[src/rtl/mult_pkg.sv]
// Shared definitions for the parametrised Booth multiplier: FSM states,
// step-counter sizing and the radix-2 Booth operation codes.
package mult_pkg;

  typedef enum logic [1:0] {
    IDLE = 2'd0,
    CALC = 2'd1,
    DONE = 2'd2
  } state_t;

  // Booth op-codes, indexed by {q0, q(-1)}; 2'b11 is also a no-op.
  localparam logic [1:0] BOOTH_NOP = 2'b00;
  localparam logic [1:0] BOOTH_ADD = 2'b01;
  localparam logic [1:0] BOOTH_SUB = 2'b10;

  // Counter must hold WIDTH+1 steps with margin.
  function automatic int cnt_width(input int width);
    return $clog2(width + 2);
  endfunction

endpackage

[src/rtl/multiplicador_param_booth_step.sv]
// One radix-2 Booth step: add/subtract the multiplicand into the upper half,
// then arithmetic-shift the whole {A, Q, q(-1)} register right by one.
module booth_step
  import mult_pkg::*;
#(
  parameter int WIDTH = 16
) (
  input  logic [2*WIDTH+3:0] acc,      // {A[WIDTH+1:0], Q[WIDTH:0], q(-1)}
  input  logic [WIDTH+1:0]   mcand,    // multiplicand extended to A width
  output logic [2*WIDTH+3:0] next_acc
);

  logic [WIDTH+1:0] a_cur;
  logic [WIDTH+1:0] a_sum;

  assign a_cur = acc[2*WIDTH+3:WIDTH+2];

  // Select add/sub/no-op from {q0, q(-1)}, then shift right arithmetically.
  always_comb begin
    // NOTE: combinational logic uses blocking assignments, and every output
    // gets a default first so no path leaves it unassigned (no latch).
    a_sum = a_cur;
    case (acc[1:0])
      BOOTH_SUB:         a_sum = a_cur - mcand;
      BOOTH_ADD:         a_sum = a_cur + mcand;
      BOOTH_NOP, 2'b11:  a_sum = a_cur;
      default:           a_sum = a_cur;
    endcase
    next_acc = {a_sum[WIDTH+1], a_sum, acc[WIDTH+1:1]};
  end

endmodule

[src/rtl/multiplicador_param.sv]
// Parametrised sequential multiplier (signed/unsigned) using one radix-2
// Booth step per clock, with a one-cycle short path for zero operands and
// the St/Idle/Done handshake used by the MIPS datapath.
module multiplicador_param
  import mult_pkg::*;
#(
  parameter int WIDTH = 16
) (
  input  logic               Clk,
  input  logic               Rst_n,
  input  logic               St,
  input  logic               Signed,
  input  logic [WIDTH-1:0]   Multiplicando,
  input  logic [WIDTH-1:0]   Multiplicador,
  output logic               Idle,
  output logic               Done,
  output logic [2*WIDTH-1:0] Produto
);

  localparam int CW = cnt_width(WIDTH);
  localparam int AW = 2 * WIDTH + 4;
  localparam logic [CW-1:0] LAST_STEP = CW'(WIDTH);

  state_t           state;
  logic [CW-1:0]    count;
  logic [AW-1:0]    acc;
  logic [AW-1:0]    next_acc;
  logic [WIDTH+1:0] mcand;
  logic [WIDTH:0]   cand_ext;
  logic [WIDTH:0]   plier_ext;
  logic             zero_op;

  // Operands widened by one bit so unsigned values stay positive under Booth.
  assign cand_ext  = {Signed & Multiplicando[WIDTH-1], Multiplicando};
  assign plier_ext = {Signed & Multiplicador[WIDTH-1], Multiplicador};
  assign zero_op   = (Multiplicando == '0) || (Multiplicador == '0);

  booth_step #(.WIDTH(WIDTH)) u_step (
    .acc      (acc),
    .mcand    (mcand),
    .next_acc (next_acc)
  );

  // Control FSM, step counter, datapath registers and registered handshake.
  always_ff @(posedge Clk or negedge Rst_n) begin
    if (!Rst_n) begin
      state   <= IDLE;
      Idle    <= 1'b1;
      Done    <= 1'b0;
      Produto <= '0;
      count   <= '0;
      acc     <= '0;
      mcand   <= '0;
    end else begin
      // NOTE: all sequential state uses non-blocking assignments so every
      // register samples the pre-edge values of the others.
      case (state)
        IDLE: begin
          if (St) begin
            Idle <= 1'b0;
            if (zero_op) begin
              Produto <= '0;
              Done    <= 1'b1;
              state   <= DONE;
            end else begin
              mcand <= {cand_ext[WIDTH], cand_ext};
              acc   <= {{(WIDTH + 2){1'b0}}, plier_ext, 1'b0};
              count <= '0;
              state <= CALC;
            end
          end
        end
        CALC: begin
          acc   <= next_acc;
          count <= count + CW'(1);
          if (count == LAST_STEP) begin
            Produto <= next_acc[2*WIDTH:1];
            Done    <= 1'b1;
            state   <= DONE;
          end
        end
        DONE: begin
          Done  <= 1'b0;
          Idle  <= 1'b1;
          state <= IDLE;
        end
        default: begin
          Done  <= 1'b0;
          Idle  <= 1'b1;
          state <= IDLE;
        end
      endcase
    end
  end

endmodule

[config.mk]
export PLATFORM = sky130hd
export DESIGN_NAME = multiplicador_param
export DESIGN_NICKNAME = d
export VERILOG_FILES = /design/src/rtl/mult_pkg.sv /design/src/rtl/multiplicador_param_booth_step.sv /design/src/rtl/multiplicador_param.sv
export SDC_FILE = /design/constraint.sdc
export NUM_CORES = 1
export LEC_CHECK = 0
export BUFFER_PORTS_ARGS = -buffer_cell sky130_fd_sc_hd__buf_4
export CAP_MARGIN = 20
export CORE_AREA = 2 2 98 100
export CTS_CLUSTER_DIAMETER = 80
export DETAILED_ROUTE_END_ITERATION = 10
export DIE_AREA = 0 0 100 102
export MAX_ROUTING_LAYER = met4
export PLACE_DENSITY = 0.75
export SYNTH_ARGS = -nofsm -noshare
export SYNTH_HDL_FRONTEND = slang
export SYNTH_SLANG_ARGS = --single-unit
[constraint.sdc]
create_clock -name Clk -period 3.98 [get_ports Clk]
set_input_delay 0.597 -clock Clk [delete_from_list [all_inputs] [get_ports Clk]]
set_output_delay 0.597 -clock Clk [all_outputs]
set_load 0.01 [all_outputs]
# After elaboration in Yosys (flattened, before gate mapping)
# Cells that the tools add are included.
# totals
word_cells,57
regBits,94
in_bits,36
out_inout_bits,34
# classes
mux,21
n_bitwise,4
n_reduce_logical,13
eq_ne,9
add_sub_neg,3
# op_table
op,n
32-bit two-way mux,3
36-bit two-way mux,2
36-bit one-hot mux with 2 select lines,1
32-bit one-hot mux with 2 select lines,1
18-bit one-hot mux with 3 select lines,1
16-bit logical NOT,2
18-bit adder,1
18-bit subtractor,1
5-bit two-way mux,2
5-bit one-hot mux with 2 select lines,1
3-bit AND reduction,3
2-bit != test (second input constant),4
2-bit two-way mux,3
5-bit by 1-bit adder with 5-bit output (second input constant),1
5-bit equality test (second input constant),1
2-bit by 1-bit equality test with 1-bit output (second input constant),2
2-bit equality test (second input constant),2
2-bit logical NOT,2
1-bit two-way mux,4
1-bit one-hot mux with 2 select lines,2
2-bit one-hot mux with 2 select lines,1
2-bit AND reduction,2
4-bit AND reduction,1
1-bit AND,2
4 further kinds,5

# Depth between registers and ports, before layout
# Gate-level depths: netlist of run 1.
# depth
depth_word,5
ltp_mapped,15
mapped_depth_nobuf,14

# Cells and area by module
# Synthesis of run 1 repeated with hierarchy kept, for this count alone.
# hier_totals
hier_cells,670
area_unflattened_um2,6072.1
# by_module_without_submodules
module,cells_per_inst,area_each_um2,instances
multiplicador_param,452,4544.4,1
booth_step,218,1527.7,1

# Worst setup path before layout of run 1
# No wires, ideal clock.
# synth_path
kind,reg-to-reg
from,register mcand[0]
to,register acc[34]
stages_incl_launch_ff,15
arrival_time_ps,3307
synth_period_minus_slack_ps,3394
setup_ps,87
n_path_buf,0
slack_ps,586
cell_sequence,dfrtp_1 inv_1 ha_1 nand3b_1 nor4b_1 a21oi_1 xor2_1 ha_1 a21o_1 o2bb2ai_1 o21ai_0 a31oi_1 or3_1 a2111o_1 o211ai_1
# synth_via
elab_chain_cells,3
# synth_rtl
element,line_no,text
"start, declared",multiplicador_param.sv:28,logic [WIDTH+1:0] mcand;
"start signal, assigned",multiplicador_param.sv:66,"mcand <= {cand_ext[WIDTH], cand_ext};"
18-bit adder / 18-bit subtractor (equally long branches),"multiplicador_param_booth_step.sv:25, multiplicador_param_booth_step.sv:24",
18-bit one-hot mux with 3 select lines (*),multiplicador_param_booth_step.sv:23,case (acc[1:0])
36-bit one-hot mux with 2 select lines (*),multiplicador_param.sv:57,case (state)
"end signal, assigned",multiplicador_param.sv:67,"acc <= {{(WIDTH + 2){1'b0}}, plier_ext, 1'b0};"
"end signal, assigned",multiplicador_param.sv:74,acc <= next_acc;
"end, declared",multiplicador_param.sv:26,logic [AW-1:0] acc;
# Mark *: on every way between the ends. The rest lies on a longest branch, timed or not.
# A chain may end at the register's enable or synchronous reset.

# Worst setup path in the final report of run 1
# Same ends and word-level chain as after synthesis.

==> run metrics, run 1 <==
Synth top area share 44.7%; Worst EP required roughly 4.3 ns; final core utilization about two thirds; Min-Delay Path Class in -> async; EDFF count, synth 0; Post-CTS Setup Bufs 0; DP Area 5740 um2; CP cell instances inv_1, ha_1, nand3b_1, nor4b_1, buf_4, a21oi_1, xor2_1, ha_1, a21o_1, o2bb2ai_1, o21ai_0, a31oi_1, or3_1, a2111o_1, o211ai_1; Reg clk slew, reported paths 0.09 ns; Die Ht 102 um; max-slew violations 0; share of cells above drive strength 1 16.5%; fillcell total 780; GPL Wtd Cong 0.930; LEAKAGE 2.86 nW; Hold Slack 0.370 ns; Post-DP HPWL 9080 um; register area share after synthesis between 40% and 50%; Clock Latency Late Sink 0.36 ns; Setup Viol. Count Final 0; Tmin final approximately 3.6 ns; Vias/cell 5.87; DR iter-0 viols 235; PwrDens 991 nW/um2; Inst Count DP approximately 740; DRC violations left 0; Mapped Nets between 600 and 700; status finished, final reports clean; CTS root buf clkbuf_8; Synth Cell Area 5140 um2; ys flop type dfrtp_1; Die Wd 100 um; Arr. time, crit path 3.91 ns; Synth area leaders dfrtp_1 (45%), nand2_1 (9.6%), ha_1 (5.1%); grt peak-use layer met2; CTS resizes 0; CTS tree done; row cnt 35; non-filler cells, final 758; DR WL/cell roughly 16 um; reg2reg setup slack 0.34 ns; cell area after layout slightly below 6000 um2; Yosys reg bits 93; post-synthesis cell type count 58; worst rel slew slack 38.0%; slowest CP cell dfrtp_1; Crit Path Max Fanout 7; IO Pins 70; first-pass GRT wire length 20400 um; antenna violations before repair 0; synth cell count leaders nand2_1 (132), dfrtp_1 (92), o21ai_0 (46); met2 usage in global routing between 30% and 40%; area delta synth->final 15.4%; NumNets Final 701; Worst Skew 0.0109 ns; Highest Clock Rate 275 MHz; vias 4447; antenna diode count 0; synthesized instance count 587; CP peak stage delay 0.43 ns; full die area 10200 um2; reg2reg path depth 15; Starting Density 56.5%; Antenna Nets Post-Route 0; grt met1 use 37.8%; CP dominant cell by count ha_1; async set-reset flop share out of synthesis 100%; depth of the CTS H-tree 3; largest area contributor in the netlist dfrtp_1; largest net degree at the start of global routing 76; CTS Buf Count 9; Startpoint Class flop; max cap viols 0; vias in the first global route 4058; Hold Violations, Final 0; Longest Clk Path Bufs 2; met3 usage 3.15%; routed wire length 12300 um; setup TNS 0 ns; overall track demand over capacity in global routing 26.1%; VDD IR max 0.583 mV; port buffer count 69; GRT Residual Overflow 0; Worst Max-Slew Pin Slew between 0.9 and 1 ns; # hold bufs at CTS 0; Period Utilization, post-route 91.5%; most common cell in the netlist nand2_1; core area 9110 um2; RSZ-0062 raised after global routing false; Synth warnings 0; Crit Path Class reg -> reg; DRT Pass-1 Iters 5; nature of the critical path endpoint flop; clock sinks 93; Avg Cell Area, Syn 8.76 um2
[path summary, 6_finish.rpt]
path                                   startpoint                       to
setup / recovery             mcand[0]$_DFFE_PN0P_      acc[34]$_DFFE_PN0P_
hold / removal                              Rst_n  Produto[31]$_DFFE_PN0P_
setup reg to reg             mcand[0]$_DFFE_PN0P_      acc[34]$_DFFE_PN0P_
hold reg to reg            Produto[3]$_DFFE_PN0P_   Produto[3]$_DFFE_PN0P_
max in group asynchronous                   Rst_n         Idle$_DFFE_PN1P_
min in group Clk                 Multiplicando[7]     mcand[7]$_DFFE_PN0P_
[layout by cell type (no fill, tap or decap), types with 3 or more instances in the layout]
cell type,instances
nor2_1,36
nand2b_1,5
nor3b_1,3
a21o_1,12
inv_1,16
xnor2_1,8
o21ai_0,46
a32oi_1,3
buf_4,76
mux2_2,6
nor4b_1,3
xor2_1,17
a31oi_1,27
clkbuf_8,9
ha_1,21
nor4_1,12
dfrtp_1,92
a21oi_1,29
mux2i_1,6
nor2b_1,4
a211oi_1,3
o211ai_1,3
nand3_1,9
o31ai_1,5
nand2_1,132
nor3_1,10
nand4_1,6
[layout make-up]
type / instances / area, um2 / share of cell area (%)
Multi-Input combinational cell: 446 / 2640 / 44.5
Sequential cell: 93 / 2330 / 39.2
Timing Repair Buffer: 76 / 571 / 9.61
Tap cell: 111 / 139 / 2.34
Clock buffer: 9 / 124 / 2.09
Clock inverter: 6 / 71.3 / 1.20
Inverter: 17 / 63.8 / 1.08
[registers in the layout, indices dropped and copies added (netlist names)]
signal,count
Idle,1
Done,1
acc,35
mcand,17
Produto,32
count,5
state,2
[logic make-up after synthesis]
family / Yosys count / share of synthesized area, %
compound gates: 146 / 17.6
flops: 93 / 45.3
fa+ha+maj: 22 / 5.50
xor+xnor: 25 / 4.26
mux: 12 / 2.48
buf+inv: 48 / 3.55
simple gates: 241 / 21.4
[power breakdown]
group          total (mW)  switching, mW  internal (mW)
sequential           1.65          0.310           1.34
combinational        3.59           2.16           1.43
clock               0.637          0.342          0.295
[critical path: cells and delay by family (launching register included)]
kind            cells  cell delay, ns
compound gates      7            1.26
xor+xnor            1            0.18
fa+ha+maj           2            0.56
buf+inv             2            0.28
flops               1            0.43
simple gates        3            0.84
[per-stage QoR]
step                      worst slack, ns  power (mW)
after floorplan                     0.586        4.25
after global placement              0.520        5.13
after detailed placement            0.401        5.22
after CTS                           0.366        5.87
after global routing               0.0702        6.42
final                               0.339        5.88
[per-layer routing]
| metal | routed length, um | up-vias |
|---|---|---|
| li1 | - | 2184 |
| met1 | 6050 | 2128 |
| met2 | 5590 | 126 |
| met3 | 583 | 9 |
| met4 | 107 | 0 |
| met5 | 0 | - |
Power figures use the tool's default switching activity.
==> inputs of run 2 (changes only) <==
--- a/config.mk
+++ b/config.mk
@@ -13,6 +13,7 @@
 export DIE_AREA = 0 0 100 102
 export MAX_ROUTING_LAYER = met4
 export PLACE_DENSITY = 0.75
+export RECOVER_POWER = 50
 export SYNTH_ARGS = -nofsm -noshare
 export SYNTH_HDL_FRONTEND = slang
 export SYNTH_SLANG_ARGS = --single-unit
==> constraint.sdc (replaced) <==
create_clock -name Clk -period 3.98 [get_ports Clk]
set_input_delay 0.199 -clock Clk [delete_from_list [all_inputs] [get_ports Clk]]
set_output_delay 0.199 -clock Clk [all_outputs]
set_load 0.01 [all_outputs]
==> run metrics, run 2 (synthesized netlist as in run 1, its figures left out) <==
CP cell instances inv_1, ha_1, nand3b_1, nor4b_1, buf_4, a21oi_1, xor2_1, ha_1, a21o_1, o2bb2ai_1, o21ai_0, a31oi_1, or3_1, a2111o_1, o211ai_1; # hold bufs at CTS 1 (+1); Starting Density 56.5% (unchanged); max reg flops 35 (unchanged); RSZ-0062 raised after global routing false; full die area 10200 um2 (unchanged); Worst EP required 4.26 ns (about the same); IO Pins 70 (unchanged); Tmin final 3.66 ns (+0.0162 ns); Highest Clock Rate 273 MHz (-0.44%); Post-CTS Setup Bufs 0 (unchanged); GPL Wtd Cong 0.920 (-1.0%); CP dominant cell by count ha_1; switching share of power 48.5% (+0.70 points); fillcell total 830 (+6.4%); routed wire length 12300 um (-0.12%); DRC violations left 0 (unchanged); Clk pwr share 11.2% (+0.4 points); overall track demand over capacity in global routing 26.1% (+0.049 points); met2 wire length 5550 um (-0.73%); area of the multi-input gates 2640 um2 (unchanged); DR iter-0 viols 230 (-2.1%); register area 2330 um2 (unchanged); CTS Buf Count 9 (unchanged); Comb pwr share 60.3% (-0.8 points); Worst Skew 0.00964 ns (-0.00122 ns); vias in the first global route 4164 (+2.6%); DR WL/cell 16.2 um (-0.38%); Crit Path Class reg -> reg; LEAKAGE 2.71 nW (-5.1%); largest net degree at the start of global routing 60 (-21%); port buffer count 69 (unchanged); Vias/cell 5.83 (-0.64%); max-slew violations 36 (+36); depth of the CTS H-tree 3 (unchanged); Hold Slack 0.0284 ns (-0.342 ns); status finished with violations; Die Wd 100 um (unchanged); VDD IR max 0.528 mV (-9.5%); clock sinks 93 (unchanged); DRT Pass-1 Iters 5 (unchanged); first-pass GRT wire length 20400 um (-0.17%); Reg clk slew, reported paths 0.10 ns (about the same); Arr. time, crit path 3.94 ns (+0.03 ns); Top Registers acc (35), Produto (32), mcand (17); NumNets Final 702 (+0.14%); commonest non-fill, non-tap cell in the layout nand2_1; Post-DP HPWL 8930 um (-1.6%); vias 4430 (-0.38%); Period Utilization, post-route 91.9% (+0.41 points); Antenna Nets Post-Route 0 (unchanged); area delta synth->final 13.1%; Int Power 2.99 mW (-2.7%); Setup Viol. Count Final 0 (unchanged); row cnt 35 (unchanged); Switch Pwr 2.82 mW (about the same); setup TNS 0 ns (unchanged); GRT Residual Overflow 0 (unchanged); Min-Delay Path Class in -> reg; max cap viols 1 (+1); Seq pwr share 28.5% (+0.4 points); antenna diode count 0 (unchanged); final core utilization 63.9% (-1.3 points); slowest CP cell dfrtp_1; Hold Violations, Final 0 (unchanged); Longest Clk Path Bufs 2 (unchanged); PwrDens 998 nW/um2 (+0.64%); post-route met1 wirelength 6000 um (-0.79%); met3 wire len 613 um (+5.1%); CP peak stage delay 0.43 ns (about the same); core area 9110 um2 (unchanged); most frequent cells in the layout nand2_1 (132), dfrtp_1 (92), o21ai_0 (46); reg2reg setup slack 0.32 ns (-0.02 ns); worst rel slew slack -19.9% (-58 points); failing checks max-capacitance violations, max-slew violations; Worst Max-Slew Pin Slew 1.80 ns (+0.870 ns); Clock Latency Late Sink 0.36 ns (about the same); share of cells above drive strength 1 11.1% (-5.4 points); nature of the critical path endpoint flop; register with the most flip-flops acc; top layer in use met4; CTS root buf clkbuf_8; Crit Path Max Fanout 7 (unchanged); CTS tree done; CTS resizes 0 (unchanged); Die Ht 102 um (unchanged); antenna violations before repair 0 (unchanged); Startpoint Class flop
## run 2: through the flow
| stage | setup slack (ns) | cells | power [mW] | instance area (um2) |
|---|---|---|---|---|
| floorplan | 0.586 | 587 | 4.25 | 5140 |
| global placement | 0.522 | 743 | 5.13 | 5740 |
| detailed placement | 0.414 | 743 | 5.21 | 5740 |
| CTS | 0.363 | 760 | 5.89 | 5950 |
| global route | 0.0602 | 760 | 6.36 | 5820 |
| finish | 0.323 | 760 | 5.80 | 5820 |
## run 2: area by class of cell
cell class	instances	area share, %
Clock buffer	10	2.19
Clock inverter	6	1.25
Inverter	17	1.10
Multi-Input combinational cell	446	45.4
Sequential cell	93	40.0
Tap cell	111	2.39
Timing Repair Buffer	77	7.68
## run 2: power by group through the flow
stage	clock network [mW]	registers, mW	logic [mW]
floorplan	0	1.64	2.62
global placement	0	1.64	3.48
detailed placement	0	1.66	3.55
CTS	0.667	1.65	3.57
global route	0.696	1.70	3.96
finish	0.650	1.65	3.50
## run 2: worst max-delay path: cells and delay by family (launching register included)
kind,cells,cell delay [ns]
AO/OA/AOI/OAI,7,1.30
XOR/XNOR,1,0.18
adder cells (fa/ha/maj),2,0.56
buffers and inverters,2,0.28
flip-flops,1,0.43
AND/OR/NAND/NOR,3,0.84
## run 2: per-layer routing
| layer | track usage (%) | vias up |
|---|---|---|
| li1 | - | 2186 |
| met1 | 37.3 | 2116 |
| met2 | 39.5 | 115 |
| met3 | 3.35 | 13 |
| met4 | 7.59 | 0 |
| met5 | - | - |
## run 2: final timing paths
| check | startpoint | endpoint | cells after the start |
|---|---|---|---|
| min reg2reg | Produto[28]$_DFFE_PN0P_ | Produto[28]$_DFFE_PN0P_ | 2 |
| min in group asynchronous | Rst_n | Produto[29]$_DFFE_PN0P_ | 2 |
| max reg2reg | mcand[1]$_DFFE_PN0P_ | acc[34]$_DFFE_PN0P_ | 15 |
| max | mcand[1]$_DFFE_PN0P_ | acc[34]$_DFFE_PN0P_ | 15 |
| min | Multiplicando[5] | mcand[5]$_DFFE_PN0P_ | 3 |
| max in group asynchronous | Rst_n | Produto[14]$_DFFE_PN0P_ | 3 |
==> inputs of run 3 (changes only) <==
--- a/config.mk
+++ b/config.mk
@@ -7,12 +7,14 @@
 export LEC_CHECK = 0
 export BUFFER_PORTS_ARGS = -buffer_cell sky130_fd_sc_hd__buf_4
 export CAP_MARGIN = 20
-export CORE_AREA = 2 2 98 100
+export CELL_PAD_IN_SITES_DETAIL_PLACEMENT = 1
+export CELL_PAD_IN_SITES_GLOBAL_PLACEMENT = 1
+export CORE_AREA = 2 2 112 114
 export CTS_CLUSTER_DIAMETER = 80
 export DETAILED_ROUTE_END_ITERATION = 10
-export DIE_AREA = 0 0 100 102
+export DIE_AREA = 0 0 114 116
 export MAX_ROUTING_LAYER = met4
-export PLACE_DENSITY = 0.75
+export PLACE_DENSITY = 0.76
 export RECOVER_POWER = 50
 export SYNTH_ARGS = -nofsm -noshare
 export SYNTH_HDL_FRONTEND = slang
==> run metrics, run 3 (synthesized netlist as in run 1, its figures left out) <==
Starting Density 43.2% (-13 points); Inst Count DP 779 (+4.8%); commonest non-fill, non-tap cell in the layout nand2_1; Antenna Nets Post-Route 0 (unchanged); Vias/cell 5.59 (-4.2%); Longest Clk Path Bufs 2 (unchanged); fillcell total 1434 (+73%); DRT Pass-1 Iters 4 (-1); reg2reg setup slack 0.35 ns (+0.03 ns); row cnt 40 (+14%); Worst Skew 0.00628 ns (-0.00336 ns); Arr. time, crit path 3.90 ns (-0.04 ns); IO Pins 70 (unchanged); depth of the CTS H-tree 3 (unchanged); Setup Viol. Count Final 0 (unchanged); Reg clk slew, reported paths 0.07 ns (-0.03 ns); Highest Clock Rate 275 MHz (+0.71%); hold path startpoint Multiplicando[3]; DRC violations left 0 (unchanged); vias 4446 (+0.36%); worst r2r src mcand[0]$_DFFE_PN0P_; hold path depth 3 (unchanged); Startpoint Class flop; Die Ht 116 um (+14%); VDD IR max 0.318 mV (-40%); Period Utilization, post-route 91.2% (-0.65 points); Hold Violations, Final 0 (unchanged); Worst Max-Slew Pin Slew 1.98 ns (+0.177 ns); CP dominant cell by count ha_1; GRT Residual Overflow 0 (unchanged); CTS root buf clkbuf_16; worst reg2reg path endpoint acc[34]$_DFFE_PN0P_; nature of the critical path endpoint flop; share of cells above drive strength 1 11.2% (+0.15 points); core area 11900 um2 (+31%); clock sinks 93 (unchanged); routed wire length 14600 um (+19%); Crit. Startpoint mcand[0]$_DFFE_PN0P_; Clock Latency Late Sink 0.36 ns (about the same); full die area 13200 um2 (+30%); Post-DP HPWL 10900 um (+22%); max-slew violations 37 (+2.8%); reg2reg path depth 15 (unchanged); Die Wd 114 um (+14%); CTS tree done; cell area after layout 6010 um2 (+3.2%); DR WL/cell 18.4 um (+14%); first-pass GRT wire length 24100 um (+18%); Min-Delay Path Class in -> reg; failing checks max-capacitance violations, max-slew violations; status finished with violations; slowest CP cell dfrtp_1; Worst EP required 4.25 ns (about the same); overall track demand over capacity in global routing 24.1% (-2.0 points); Tmin final 3.63 ns (-0.0259 ns); GPL Wtd Cong 0.903 (-1.8%); area delta synth->final 16.7%; antenna diode count 0 (unchanged); Switch Pwr 2.97 mW (+5.5%); PwrDens 1040 nW/um2 (+4.4%); Worst Hold Endpoint mcand[3]$_DFFE_PN0P_; Int Power 3.29 mW (+10%); non-filler cells, final 796 (+4.7%); Comb pwr share 58.0% (-2.3 points); port buffer count 69 (unchanged); switching share of power 47.5% (-1.0 points); DR iter-0 viols 277 (+20%); DP Area 5790 um2 (+0.78%); most frequent cells in the layout nand2_1 (132), dfrtp_1 (92), o21ai_0 (46); antenna violations before repair 0 (unchanged); Seq pwr share 26.6% (-1.9 points); register with the most flip-flops acc; NumNets Final 702 (unchanged); Crit Path Class reg -> reg; largest net degree at the start of global routing 59 (-1.7%); worst rel slew slack -31.7% (-12 points); Crit Path Max Fanout 7 (unchanged); CTS Buf Count 9 (unchanged); CP cell instances inv_1, ha_1, nand3b_1, nor4b_2, buf_4, a21oi_1, xor2_1, ha_1, a21o_1, o2bb2ai_1, o21ai_0, a31oi_1, or3_1, a2111o_1, o211ai_1; LEAKAGE 2.79 nW (+2.8%); RSZ-0062 raised after global routing false; Clk pwr share 15.4% (+4.2 points); Top Registers acc (35), Produto (32), mcand (17); max cap viols 1 (unchanged); setup TNS 0 ns (unchanged); max reg flops 35 (unchanged); CP peak stage delay 0.43 ns (about the same); vias in the first global route 4603 (+11%)
## run 3: layout make-up
| class | count | area, um2 | area share (%) |
|---|---|---|---|
| Clock buffer | 12 | 256 | 4.27 |
| Inverter | 17 | 63.8 | 1.06 |
| Timing Repair Buffer | 77 | 450 | 7.50 |
| Sequential cell | 93 | 2330 | 38.8 |
| Multi-Input combinational cell | 446 | 2650 | 44.0 |
| Clock inverter | 4 | 77.6 | 1.29 |
| Tap cell | 147 | 184 | 3.06 |
## run 3: through the flow
stage / power (mW) / hold WS (ns) / worst slack, ns / utilization (%)
after floorplan: 4.25 / -0.0966 / 0.586 / -
after global placement: 5.24 / 0.320 / 0.426 / 48.6
after detailed placement: 5.37 / 0.326 / 0.271 / 48.6
after CTS: 6.38 / 0.0341 / 0.239 / 51.5
after global routing: 6.82 / 0.0540 / 0.0356 / 50.4
final: 6.26 / 0.0412 / 0.349 / 50.4
## run 3: repair_timing
item	CTS	global route
hold endpoints to repair	57	0
endpoints found under the setup margin	0	1
setup buffers	0	0
hold buffers	1	0
gates resized for setup	0	1
## run 3: worst max-delay path by stage
| stage | end | slack, ns | depth (start not counted) |
|---|---|---|---|
| floorplan | acc[34]$_DFFE_PN0P_ | 0.59 | 14 |
| global placement | acc[34]$_DFFE_PN0P_ | 0.43 | 15 |
| detailed placement | acc[34]$_DFFE_PN0P_ | 0.27 | 15 |
| CTS | acc[34]$_DFFE_PN0P_ | 0.24 | 15 |
| global route | acc[34]$_DFFE_PN0P_ | 0.04 | 15 |
| finish | acc[34]$_DFFE_PN0P_ | 0.35 | 15 |
## run 3: power by group through the flow
stage	logic, mW	clock network [mW]	registers [mW]
2_1_floorplan	2.62	0	1.64
3_3_place_gp	3.59	0	1.65
3_5_place_dp	3.69	0	1.68
4_1_cts	3.72	0.991	1.67
5_1_grt	4.08	1.02	1.72
6_report	3.63	0.966	1.66
## run 3: worst max-delay path: cells and delay by family, from the launching register on
family	cells	cell delay, ns
and+or+nand+nor	3	0.82
AOI/OAI and AO/OA	7	1.28
buffers and inverters	2	0.27
xor gates and xnor gates	1	0.18
DFF	1	0.43
adders and majority gates	2	0.57
## run 3: layer usage
| metal | GRT usage, % | part of all wire [%] | up-vias | routed length [um] |
|---|---|---|---|---|
| li1 | - | - | 2189 | - |
| met1 | 32.5 | 48 | 2158 | 7080 |
| met2 | 37.5 | 46 | 81 | 6780 |
| met3 | 3.61 | 3.6 | 18 | 530 |
| met4 | 8.37 | 1.7 | 0 | 253 |
| met5 | - | 0 | - | 0 |
